$ cat src/rtl/cricket_pkg.sv
// Shared outcome encoding, innings state type and run-value decode for the cricket game.
package cricket_pkg;

  localparam logic [3:0] OUT_WIDE   = 4'd13;
  localparam logic [3:0] OUT_NOBALL = 4'd14;
  localparam logic [3:0] OUT_WICKET = 4'd15;

  typedef enum logic [1:0] {BATTING, BREAK, DONE} state_t;

  // Extras (wide, no-ball) carry one penalty run; a wicket scores nothing.
  function automatic logic [2:0] run_delta(input logic [3:0] o);
    logic [2:0] d;
    if (o <= 4'd2)                         d = 3'd0;
    else if (o <= 4'd6)                    d = 3'd1;
    else if (o <= 4'd9)                    d = 3'd2;
    else if (o == 4'd10)                   d = 3'd3;
    else if (o == 4'd11)                   d = 3'd4;
    else if (o == 4'd12)                   d = 3'd6;
    else if (o == OUT_WIDE || o == OUT_NOBALL) d = 3'd1;
    else                                   d = 3'd0;
    return d;
  endfunction

endpackage

$ cat src/rtl/outcome_decode.sv
// Combinational map from a 4-bit LFSR outcome to run delta, legal-ball and wicket flags.
module outcome_decode
  import cricket_pkg::*;
(
  input  logic [3:0] outcome,
  output logic [2:0] run_delta_o,
  output logic       legal,
  output logic       wicket
);

  always_comb begin
    run_delta_o = run_delta(outcome);
    legal       = (outcome != OUT_WIDE) && (outcome != OUT_NOBALL);
    wicket      = (outcome == OUT_WICKET);
  end

endmodule

$ cat src/rtl/innings_scoreboard.sv
// Multi-team innings scoreboard: per-team records, innings FSM, registered view and winner.
// Optional free-hit rule after a no-ball is enabled by defining FREE_HIT_EN.
module innings_scoreboard
  import cricket_pkg::*;
#(
  parameter int NUM_TEAMS      = 2,
  parameter int RUN_W          = 8,
  parameter int WKT_W          = 4,
  parameter int MAX_WKTS       = 10,
  parameter int BALLS_PER_OVER = 6,
  parameter int MAX_OVERS      = 5,
  localparam int TW            = $clog2(NUM_TEAMS),
  localparam int BW            = $clog2(MAX_OVERS*BALLS_PER_OVER+1)
) (
  input  logic             clk_fpga,
  input  logic             reset,
  input  logic             delivery,
  input  logic [3:0]       outcome,
  input  logic             next_innings,
  input  logic [TW-1:0]    view_team,
  output logic [RUN_W-1:0] runs,
  output logic [WKT_W-1:0] wickets,
  output logic [BW-1:0]    balls,
  output logic [TW-1:0]    batting_team,
  output logic [RUN_W:0]   target,
  output logic             innings_end,
  output logic             game_over,
  output logic [TW-1:0]    winner,
  output logic             tie
);

  localparam int MAX_BALLS = MAX_OVERS * BALLS_PER_OVER;

  function automatic logic [RUN_W-1:0] sat_add_runs(input logic [RUN_W-1:0] a,
                                                   input logic [2:0] d);
    logic [RUN_W:0] s;
    s = {1'b0, a} + {{(RUN_W-2){1'b0}}, d};
    return s[RUN_W] ? {RUN_W{1'b1}} : s[RUN_W-1:0];
  endfunction

  logic [RUN_W-1:0] runs_r  [NUM_TEAMS];
  logic [WKT_W-1:0] wkts_r  [NUM_TEAMS];
  logic [BW-1:0]    balls_r [NUM_TEAMS];
  logic [RUN_W-1:0] runs_nx  [NUM_TEAMS];
  logic [WKT_W-1:0] wkts_nx  [NUM_TEAMS];
  logic [BW-1:0]    balls_nx [NUM_TEAMS];

  state_t           state, state_nx;
  logic [2:0]       dec_delta;
  logic             dec_legal, dec_wicket, eff_wicket;
  logic             accept, last_team, close;
  logic [RUN_W-1:0] cur_runs;
  logic [WKT_W-1:0] cur_wkts;
  logic [BW-1:0]    cur_balls;
  logic [RUN_W:0]   tgt_c;
  logic [TW-1:0]    win_c;
  logic             tie_c;

  outcome_decode u_decode (
    .outcome     (outcome),
    .run_delta_o (dec_delta),
    .legal       (dec_legal),
    .wicket      (dec_wicket)
  );

  assign accept    = delivery && (state == BATTING);
  assign last_team = (batting_team == TW'(NUM_TEAMS-1));

`ifdef FREE_HIT_EN
  logic free_hit;
  assign eff_wicket = dec_wicket && !free_hit;

  always_ff @(posedge clk_fpga) begin
    if (reset)                     free_hit <= 1'b0;
    else if (accept) begin
      if (close)                   free_hit <= 1'b0;
      else if (outcome == OUT_NOBALL) free_hit <= 1'b1;
      else if (dec_legal)          free_hit <= 1'b0;
    end
  end
`else
  assign eff_wicket = dec_wicket;
`endif

  // Record update for the batting team and innings close detection
  always_comb begin
    runs_nx   = runs_r;
    wkts_nx   = wkts_r;
    balls_nx  = balls_r;
    cur_runs  = sat_add_runs(runs_r[batting_team], dec_delta);
    cur_wkts  = wkts_r[batting_team] + WKT_W'(eff_wicket);
    cur_balls = balls_r[batting_team] + BW'(dec_legal);
    tgt_c     = {1'b0, cur_runs} + 1'b1;
    close     = 1'b0;
    if (accept) begin
      runs_nx[batting_team]  = cur_runs;
      wkts_nx[batting_team]  = cur_wkts;
      balls_nx[batting_team] = cur_balls;
      close = (cur_wkts == WKT_W'(MAX_WKTS)) || (cur_balls == BW'(MAX_BALLS)) ||
              (last_team && ({1'b0, cur_runs} >= target));
    end
  end

  // Lowest index wins among equal maxima
  always_comb begin
    logic [RUN_W-1:0] best;
    best  = runs_nx[0];
    win_c = '0;
    tie_c = 1'b0;
    for (int i = 1; i < NUM_TEAMS; i++) begin
      if (runs_nx[i] > best) begin
        best  = runs_nx[i];
        win_c = TW'(i);
        tie_c = 1'b0;
      end else if (runs_nx[i] == best) begin
        tie_c = 1'b1;
      end
    end
  end

  always_ff @(posedge clk_fpga) begin
    if (reset) state <= BATTING;
    else       state <= state_nx;
  end

  always_comb begin
    state_nx = state;
    case (state)
      BATTING: if (close) state_nx = last_team ? DONE : BREAK;
      BREAK:   if (next_innings) state_nx = BATTING;
      default: state_nx = DONE;
    endcase
  end

  always_comb begin
    game_over = (state == DONE);
  end

  always_ff @(posedge clk_fpga) begin
    if (reset) begin
      for (int i = 0; i < NUM_TEAMS; i++) begin
        runs_r[i]  <= '0;
        wkts_r[i]  <= '0;
        balls_r[i] <= '0;
      end
      batting_team <= '0;
      target       <= '0;
      innings_end  <= 1'b0;
      winner       <= '0;
      tie          <= 1'b0;
      runs         <= '0;
      wickets      <= '0;
      balls        <= '0;
    end else begin
      runs_r      <= runs_nx;
      wkts_r      <= wkts_nx;
      balls_r     <= balls_nx;
      innings_end <= close;
      if (state == BREAK && next_innings) batting_team <= batting_team + 1'b1;
      if (close && !last_team && tgt_c > target) target <= tgt_c;
      if (close && last_team) begin
        winner <= win_c;
        tie    <= tie_c;
      end
      if (int'(view_team) < NUM_TEAMS) begin
        runs    <= runs_nx[view_team];
        wickets <= wkts_nx[view_team];
        balls   <= balls_nx[view_team];
      end else begin
        runs    <= '0;
        wickets <= '0;
        balls   <= '0;
      end
    end
  end

endmodule
$ cat config.mk
export PLATFORM = sky130hd
export DESIGN_NAME = innings_scoreboard
export DESIGN_NICKNAME = d
export VERILOG_FILES = /design/src/rtl/cricket_pkg.sv /design/src/rtl/outcome_decode.sv /design/src/rtl/innings_scoreboard.sv
export SDC_FILE = /design/constraint.sdc
export NUM_CORES = 1
export LEC_CHECK = 0
export BUFFER_PORTS_ARGS = -buffer_cell sky130_fd_sc_hd__buf_2
export CORE_UTILIZATION = 50
export DETAILED_ROUTE_END_ITERATION = 12
export GPL_TIMING_DRIVEN = 0
export PLACE_DENSITY = 0.69
export SLEW_MARGIN = 20
export SYNTH_ARGS = -nofsm -noshare
export SYNTH_HDL_FRONTEND = slang
export SYNTH_SLANG_ARGS = --single-unit
$ cat constraint.sdc
create_clock -name clk_fpga -period 8.4 [get_ports clk_fpga]
set_clock_uncertainty 0.2 [all_clocks]
set_input_delay 0 -clock clk_fpga [delete_from_list [all_inputs] [get_ports clk_fpga]]
set_output_delay 0 -clock clk_fpga [all_outputs]
set_load 0.1 [all_outputs]
==> flow_summary.json, run 1 <==
{
  "syn_nets": 510,
  "rsz0062_at_grt": "no",
  "synth_area_um2": 4013,
  "ys_ff_latch": 66,
  "finalSetupViolations": 0,
  "cap_viol_max_count": 0,
  "synth.distinct_cells": 63,
  "seq_area_um2": 1321,
  "die_w_um": 91.59,
  "grt_pass1_vias": 3418,
  "cp.arrival_ns": 6.31,
  "dp_hpwl_um": 7129,
  "synthToLayoutAreaGrowth_pct": 14.25,
  "die-area_um2": 8388,
  "hold_class": "input pin to flop",
  "ir_worst_vdd_uv": 114.2,
  "fill_cells": 709,
  "firstDrtPassIters": 4,
  "postCtsSetupBuffers": 0,
  "multiInputGateArea_um2": 2489,
  "clk_pin_slew_ns": 0.08,
  "root_buffer": "clkbuf_8",
  "drt_iter0_drc": 138,
  "pwr_density_cell_nw_per_um2": 164.6,
  "syn-instance-count": 467,
  "power.leakage_nw": 2.031,
  "cts-buffers-inserted": 9,
  "timing.fmax_mhz": 158.6,
  "ios": 40,
  "tightestPinTransition_ns": 0.7453,
  "n_antenna_cell": 0,
  "fin_nets": 561,
  "seq_area_frac_synth": 0.3293,
  "grt.overflow.total": 0,
  "drc_errors": 0,
  "rows": 32,
  "total_power_mw": 0.7545,
  "grt_antenna_before_repair": 0,
  "clock_path_buffers": 2,
  "status": "finished, final reports clean",
  "tns_ns": 0,
  "post_cts_resized": 0,
  "yosysWarnings": 0,
  "wl_um": 9541,
  "period_needed_ns": 6.304,
  "routedWlPerCell_um": 15.27,
  "finalHoldViolCount": 0,
  "avgSynthCellArea_um2": 8.592,
  "async_flop_share": 0,
  "postRouteAntennaNets": 0,
  "gp_congestion": 0.8348,
  "clk-insertion-delay-late_ns": 0.34,
  "pre_cts_ws_ns": 2.093,
  "crit_required_ns": 8.41,
  "end_kind": "flop",
  "portBuffers": 37,
  "layout_setup_ws_ns": 2.096,
  "clock-sinks": 66,
  "grt_pass1_wl_um": 15950,
  "grtUsageTotal": 0.2430,
  "worst_setup_path_start_kind": "flop",
  "synth-edff-count": 0,
  "synth_ff_type": "dfxtp_1",
  "initial_core_util": 0.5193,
  "h-tree-depth": 3,
  "grt_max_degree": 12,
  "fp.dieH_um": 91.59,
  "drive_above_1_share": 0.1740,
  "crit_path_max_fanout": 10,
  "crit_type": "flop to flop",
  "viasPerCell": 5.530,
  "vias": 3456,
  "final.period_utilization": 0.7505,
  "drv_slew": 0,
  "slew_headroom": 0.5031,
  "core_region_area_um2": 7727,
  "tritoncts": "done"
}
power by group:
| group | leakage [nW] | switching [mW] | total (mW) | internal [mW] |
|---|---|---|---|---|
| sequential | 0.534 | 0.00187 | 0.320 | 0.318 |
| clock | 0.117 | 0.127 | 0.311 | 0.184 |
| combinational | 1.38 | 0.0821 | 0.124 | 0.0418 |
state kept, by name, summed over array words and instances (netlist names):
register / flops
balls: 5
balls_r: 10
batting_team: 1
innings_end: 1
runs: 8
runs_r: 16
state: 2
target: 9
tie: 1
wickets: 4
winner: 1
wkts_r: 8
final timing paths:
kind           startpoint     endpoint  slack [ns]  depth (start not counted)
max          batting_team    target[1]        2.10                         25
min              delivery  innings_end        0.03                          4
max reg2reg  batting_team    target[1]        2.10                         25
min reg2reg        winner       winner        0.26                          2
metal layers:
metal,up-vias,track usage,part of all wire
met1,1656,0.2829,0.44
met5,-,0,0
met2,63,0.4336,0.49
li1,1717,-,-
met3,20,0.04774,0.039
met4,0,0.09656,0.022
Yosys cell counts, drive strengths merged (2+ instances only):
master / n / area (µm²)
and3: 2 / 12.51
mux2: 17 / 198.9
a31oi: 2 / 27.53
nand2: 34 / 130.1
dfxtp: 66 / 1321
nor3: 4 / 20.02
a21o: 4 / 30.03
a21oi: 50 / 254.0
or3: 2 / 12.51
o21ai: 10 / 50.04
xnor2: 9 / 78.83
nor2b: 9 / 56.30
or2: 3 / 18.78
inv: 25 / 93.84
nand3b: 2 / 15.01
o221ai: 2 / 17.52
mux2i: 29 / 297.8
nand4b: 3 / 26.28
a32o: 2 / 21.27
nor3b: 5 / 47.54
a211oi: 5 / 50.05
buf: 8 / 55.05
clkbuf: 14 / 53.80
xor2: 9 / 86.34
and4: 2 / 17.52
a22oi: 2 / 20.02
o21a: 2 / 15.01
nand4: 7 / 43.79
ha: 33 / 412.9
nand3: 12 / 60.06
nand2b: 7 / 43.79
nor2: 73 / 276.5
layout make-up:
class	count	area share
Clock inverter	4	0.01610
Buffer	22	0.02374
Timing Repair Buffer	40	0.04694
Multi-Input combinational cell	354	0.5428
Clock buffer	12	0.03384
Tap cell	102	0.02784
Sequential cell	66	0.2882
Inverter	25	0.02047
metrics by stage:
| step | util | hold WS [ns] | instance area, µm² | cells |
|---|---|---|---|---|
| after floorplan | - | -0.1189 | 4013 | 467 |
| after global placement | 0.5597 | 0.04273 | 4325 | 606 |
| after detailed placement | 0.5597 | 0.04327 | 4325 | 606 |
| after CTS | 0.5933 | 0.02805 | 4584 | 625 |
| after global routing | 0.5933 | 0.02694 | 4584 | 625 |
| final | 0.5933 | 0.03048 | 4584 | 625 |
worst max-delay path, cell delays in order (launching register included):
cell      delay (ns)
dfxtp_1         0.34
buf_6           0.15
buf_6           0.16
clkbuf_1        0.47
buf_1           0.56
mux2_2          0.28
ha_1            0.16
inv_1           0.05
fa_1            0.43
nor2b_1         0.31
o221a_4         0.32
a21oi_1         0.17
inv_1           0.13
ha_1            0.22
nand2_1         0.06
o21ai_0         0.39
nand3_1         0.16
xnor2_1         0.24
inv_1           0.07
ha_1            0.29
nand4_1         0.11
o211ai_1        0.23
and4_1          0.21
buf_4           0.21
mux2i_1         0.21
nor2_1          0.06
cells in the final DEF (no fill, tap or decap), types with 2 or more instances in the layout:
cell type	n
mux2_4	2
or3_1	2
nand2b_1	7
nor3_1	4
nor2_1	72
nand4_1	7
clkbuf_8	11
mux2i_1	27
nand2_1	33
mux2i_2	2
o21ai_0	9
clkbuf_1	14
buf_2	39
nand4b_1	3
xor2_1	8
and4_1	2
o221ai_1	2
mux2_2	15
xnor2_1	9
and3_1	2
ha_1	33
dlygate4sd3_1	3
nand3_1	12
bufinv_16	2
a21o_1	4
a211oi_1	4
nor3b_2	2
a21oi_1	49
nor3b_1	3
nor2b_1	9
inv_1	25
nand3b_1	2
buf_6	2
buf_1	2
buf_4	2
dfxtp_1	66
o21a_1	2
logic make-up (layout without fill, tap and decap cells):
kind of cell	after synthesis	after routing	share of synthesized area
and+or+nand+nor	167	167	0.1983
AOI/OAI and AO/OA	88	88	0.1466
DFF	66	66	0.3293
buffers and inverters	47	103	0.05051
muxes	46	46	0.1238
adders and majority gates	35	35	0.1104
xor gates and xnor gates	18	18	0.04116
repair_timing:
item | CTS | global route
hold buffers | 3 | 0
endpoints found under the hold margin | 8 | 0
setup endpoints to repair | 0 | 0
Power figures use the tool's default switching activity.
==> inputs of run 2 (changes only) <==
PLACE_DENSITY = 0.72   (was 0.69)
clock period = 5.7 ns   (was 8.4 ns; I/O delays follow)
==> run 2 against run 1 <==
First-iteration DRC count fell by 7.2%; worst setup slack got worse by 1.8 ns; sequential share of layout area barely moved; global-route usage rose by 0.26 points; core utilization barely moved; cell count fell by 0.16%; die area did not move; power rose by 48%; count of clock-buffer cells in the layout did not move; combinational power rose by 48%.
==> flow_summary.json, run 2 (synthesis results as in run 1) <==
{
  "status": "finished, final reports clean",
  "crit_required_ns": 5.71,
  "critPathLaunch": "batting_team",
  "synthToLayoutAreaGrowth_pct": 14.28,
  "grt_antenna_before_repair": 0,
  "final.period_utilization": 0.9404,
  "portBuffers": 37,
  "fp.dieH_um": 91.59,
  "regMostFlops": "runs_r",
  "final-instance-count-excl-fill": 624,
  "final_area_um2": 4586,
  "initial_core_util": 0.5193,
  "h-tree-depth": 3,
  "rsz0062_at_grt": "no",
  "clock_path_buffers": 2,
  "end_kind": "flop",
  "largest_reg_flops": 16,
  "crit_path_end": "target[1]",
  "grt.overflow.total": 0,
  "slew_headroom": 0.4854,
  "gp_congestion": 0.8800,
  "viasPerCell": 5.564,
  "final_cell_mix": "nor2_1, dfxtp_1, a21oi_1",
  "period_needed_ns": 5.360,
  "path_cells": "buf_6, buf_6, buf_2, mux2_2, ha_1, inv_1, fa_1, nor2b_2, o221a_4, a21oi_1, inv_1, ha_1, nand2_1, o21ai_1, nand3_1, xnor2_1, inv_1, ha_1, nand4_1, o211ai_1, and4_1, buf_4, mux2i_1, nor2_1",
  "drive_above_1_share": 0.1801,
  "place_area_um2": 4327,
  "die-area_um2": 8388,
  "power.leakage_nw": 2.035,
  "multiInputGateArea_um2": 2491,
  "dp.cells": 606,
  "vias": 3472,
  "fill_cells": 671,
  "rr_endpoint": "target[1]",
  "worst_setup_path_start_kind": "flop",
  "cp.arrival_ns": 5.37,
  "drt_iter0_drc": 128,
  "dp_hpwl_um": 7096,
  "cp_num_buf_inv": 7,
  "reg2reg_depth": 24,
  "finalSetupViolations": 0,
  "root_buffer": "clkbuf_8",
  "max_stage_delay_ns": 0.44,
  "cp_num_cells": 24,
  "tightestPinTransition_ns": 0.7719,
  "crit_type": "flop to flop",
  "slowest_stage": "fa_1",
  "n_antenna_cell": 0,
  "clk_pin_slew_ns": 0.08,
  "grt_pass1_wl_um": 16170,
  "hold_path_depth": 4,
  "cap_viol_max_count": 0,
  "clock-sinks": 66,
  "firstDrtPassIters": 4,
  "ir_worst_vdd_uv": 174.3,
  "timing.fmax_mhz": 186.6,
  "wl_um": 9617,
  "layout_commonest_cell": "nor2_1",
  "grt_pass1_vias": 3499,
  "postRouteAntennaNets": 0,
  "tritoncts": "done",
  "cts-buffers-inserted": 9,
  "rr_startpoint": "batting_team",
  "pre_cts_ws_ns": -0.5617,
  "rrSetupSlack_ns": 0.34,
  "layout_setup_ws_ns": 0.3398,
  "routedWlPerCell_um": 15.41,
  "top_regs": "runs_r (16), balls_r (10), target (9)",
  "grt_max_degree": 20,
  "finalHoldViolCount": 0,
  "pwr_density_cell_nw_per_um2": 243.0,
  "crit_family": "adder cells",
  "seq_area_um2": 1323,
  "rows": 32,
  "crit_path_max_fanout": 19,
  "hold_class": "input pin to flop",
  "die_w_um": 91.59,
  "core_region_area_um2": 7727,
  "grtUsageTotal": 0.2456,
  "ios": 40,
  "clk-insertion-delay-late_ns": 0.35,
  "drc_errors": 0,
  "drv_slew": 0,
  "fin_nets": 560
}
==> run 2: routing by layer <==
metal | vias to the layer above | global-route usage | part of all wire
met3 | 23 | 0.05360 | 0.057
met4 | 0 | 0.1283 | 0.030
met5 | - | 0 | 0
met1 | 1641 | 0.2817 | 0.43
li1 | 1716 | - | -
met2 | 92 | 0.4248 | 0.48
==> run 2: worst min-delay path by stage <==
stage	startpoint	endpoint	slack, ns
after floorplan	reset	balls_r[8]	-0.12
after CTS	delivery	innings_end	0.04
after global routing	delivery	innings_end	0.08
after global placement	reset	wkts_r[7]	0.05
final	delivery	innings_end	0.04
after detailed placement	reset	wkts_r[7]	0.05
==> run 2: power breakdown <==
group          switching (mW)  internal [mW]
Combinational           0.122         0.0619
Sequential            0.00288          0.469
Clock                   0.189          0.271
Total                   0.313          0.801
==> run 2: layout make-up <==
cell class / count / share of cell area
clock inverter: 4 / 0.01610
multi-input combinational: 354 / 0.5432
buffer: 21 / 0.02319
tap: 102 / 0.02783
sequential: 66 / 0.2884
clock buffer: 12 / 0.03383
inverter: 25 / 0.02046
timing repair buffer: 40 / 0.04693
==> run 2: repair_timing <==
action / CTS / global route
endpoints found under the setup margin: 9 / 9
hold endpoints to repair: 9 / 0
hold buffers: 3 / 0
setup buffers: 0 / 0
gates resized for setup: 1 / 2
==> run 2: per-stage QoR <==
stage / hold WS, ns / setup TNS (ns) / total power, mW / utilization
floorplan: -0.1189 / 0 / 0.6187 / -
finish: 0.04377 / 0 / 1.114 / 0.5934
global placement: 0.04989 / -3.965 / 0.6588 / 0.5599
CTS: 0.03528 / 0 / 1.123 / 0.5931
global route: 0.08144 / 0 / 1.165 / 0.5934
detailed placement: 0.05346 / -4.788 / 0.6629 / 0.5599
==> run 2: worst reg2reg max path: cells and delay by family, from the launching register on <==
| family | cells | cell delay, ns |
|---|---|---|
| XOR/XNOR | 1 | 0.22 |
| AND/OR/NAND/NOR | 6 | 0.83 |
| multiplexers | 2 | 0.44 |
| AO/OA/AOI/OAI | 4 | 0.97 |
| flip-flops | 1 | 0.34 |
| buffers and inverters | 7 | 1.11 |
| adder cells (fa/ha/maj) | 4 | 1.14 |
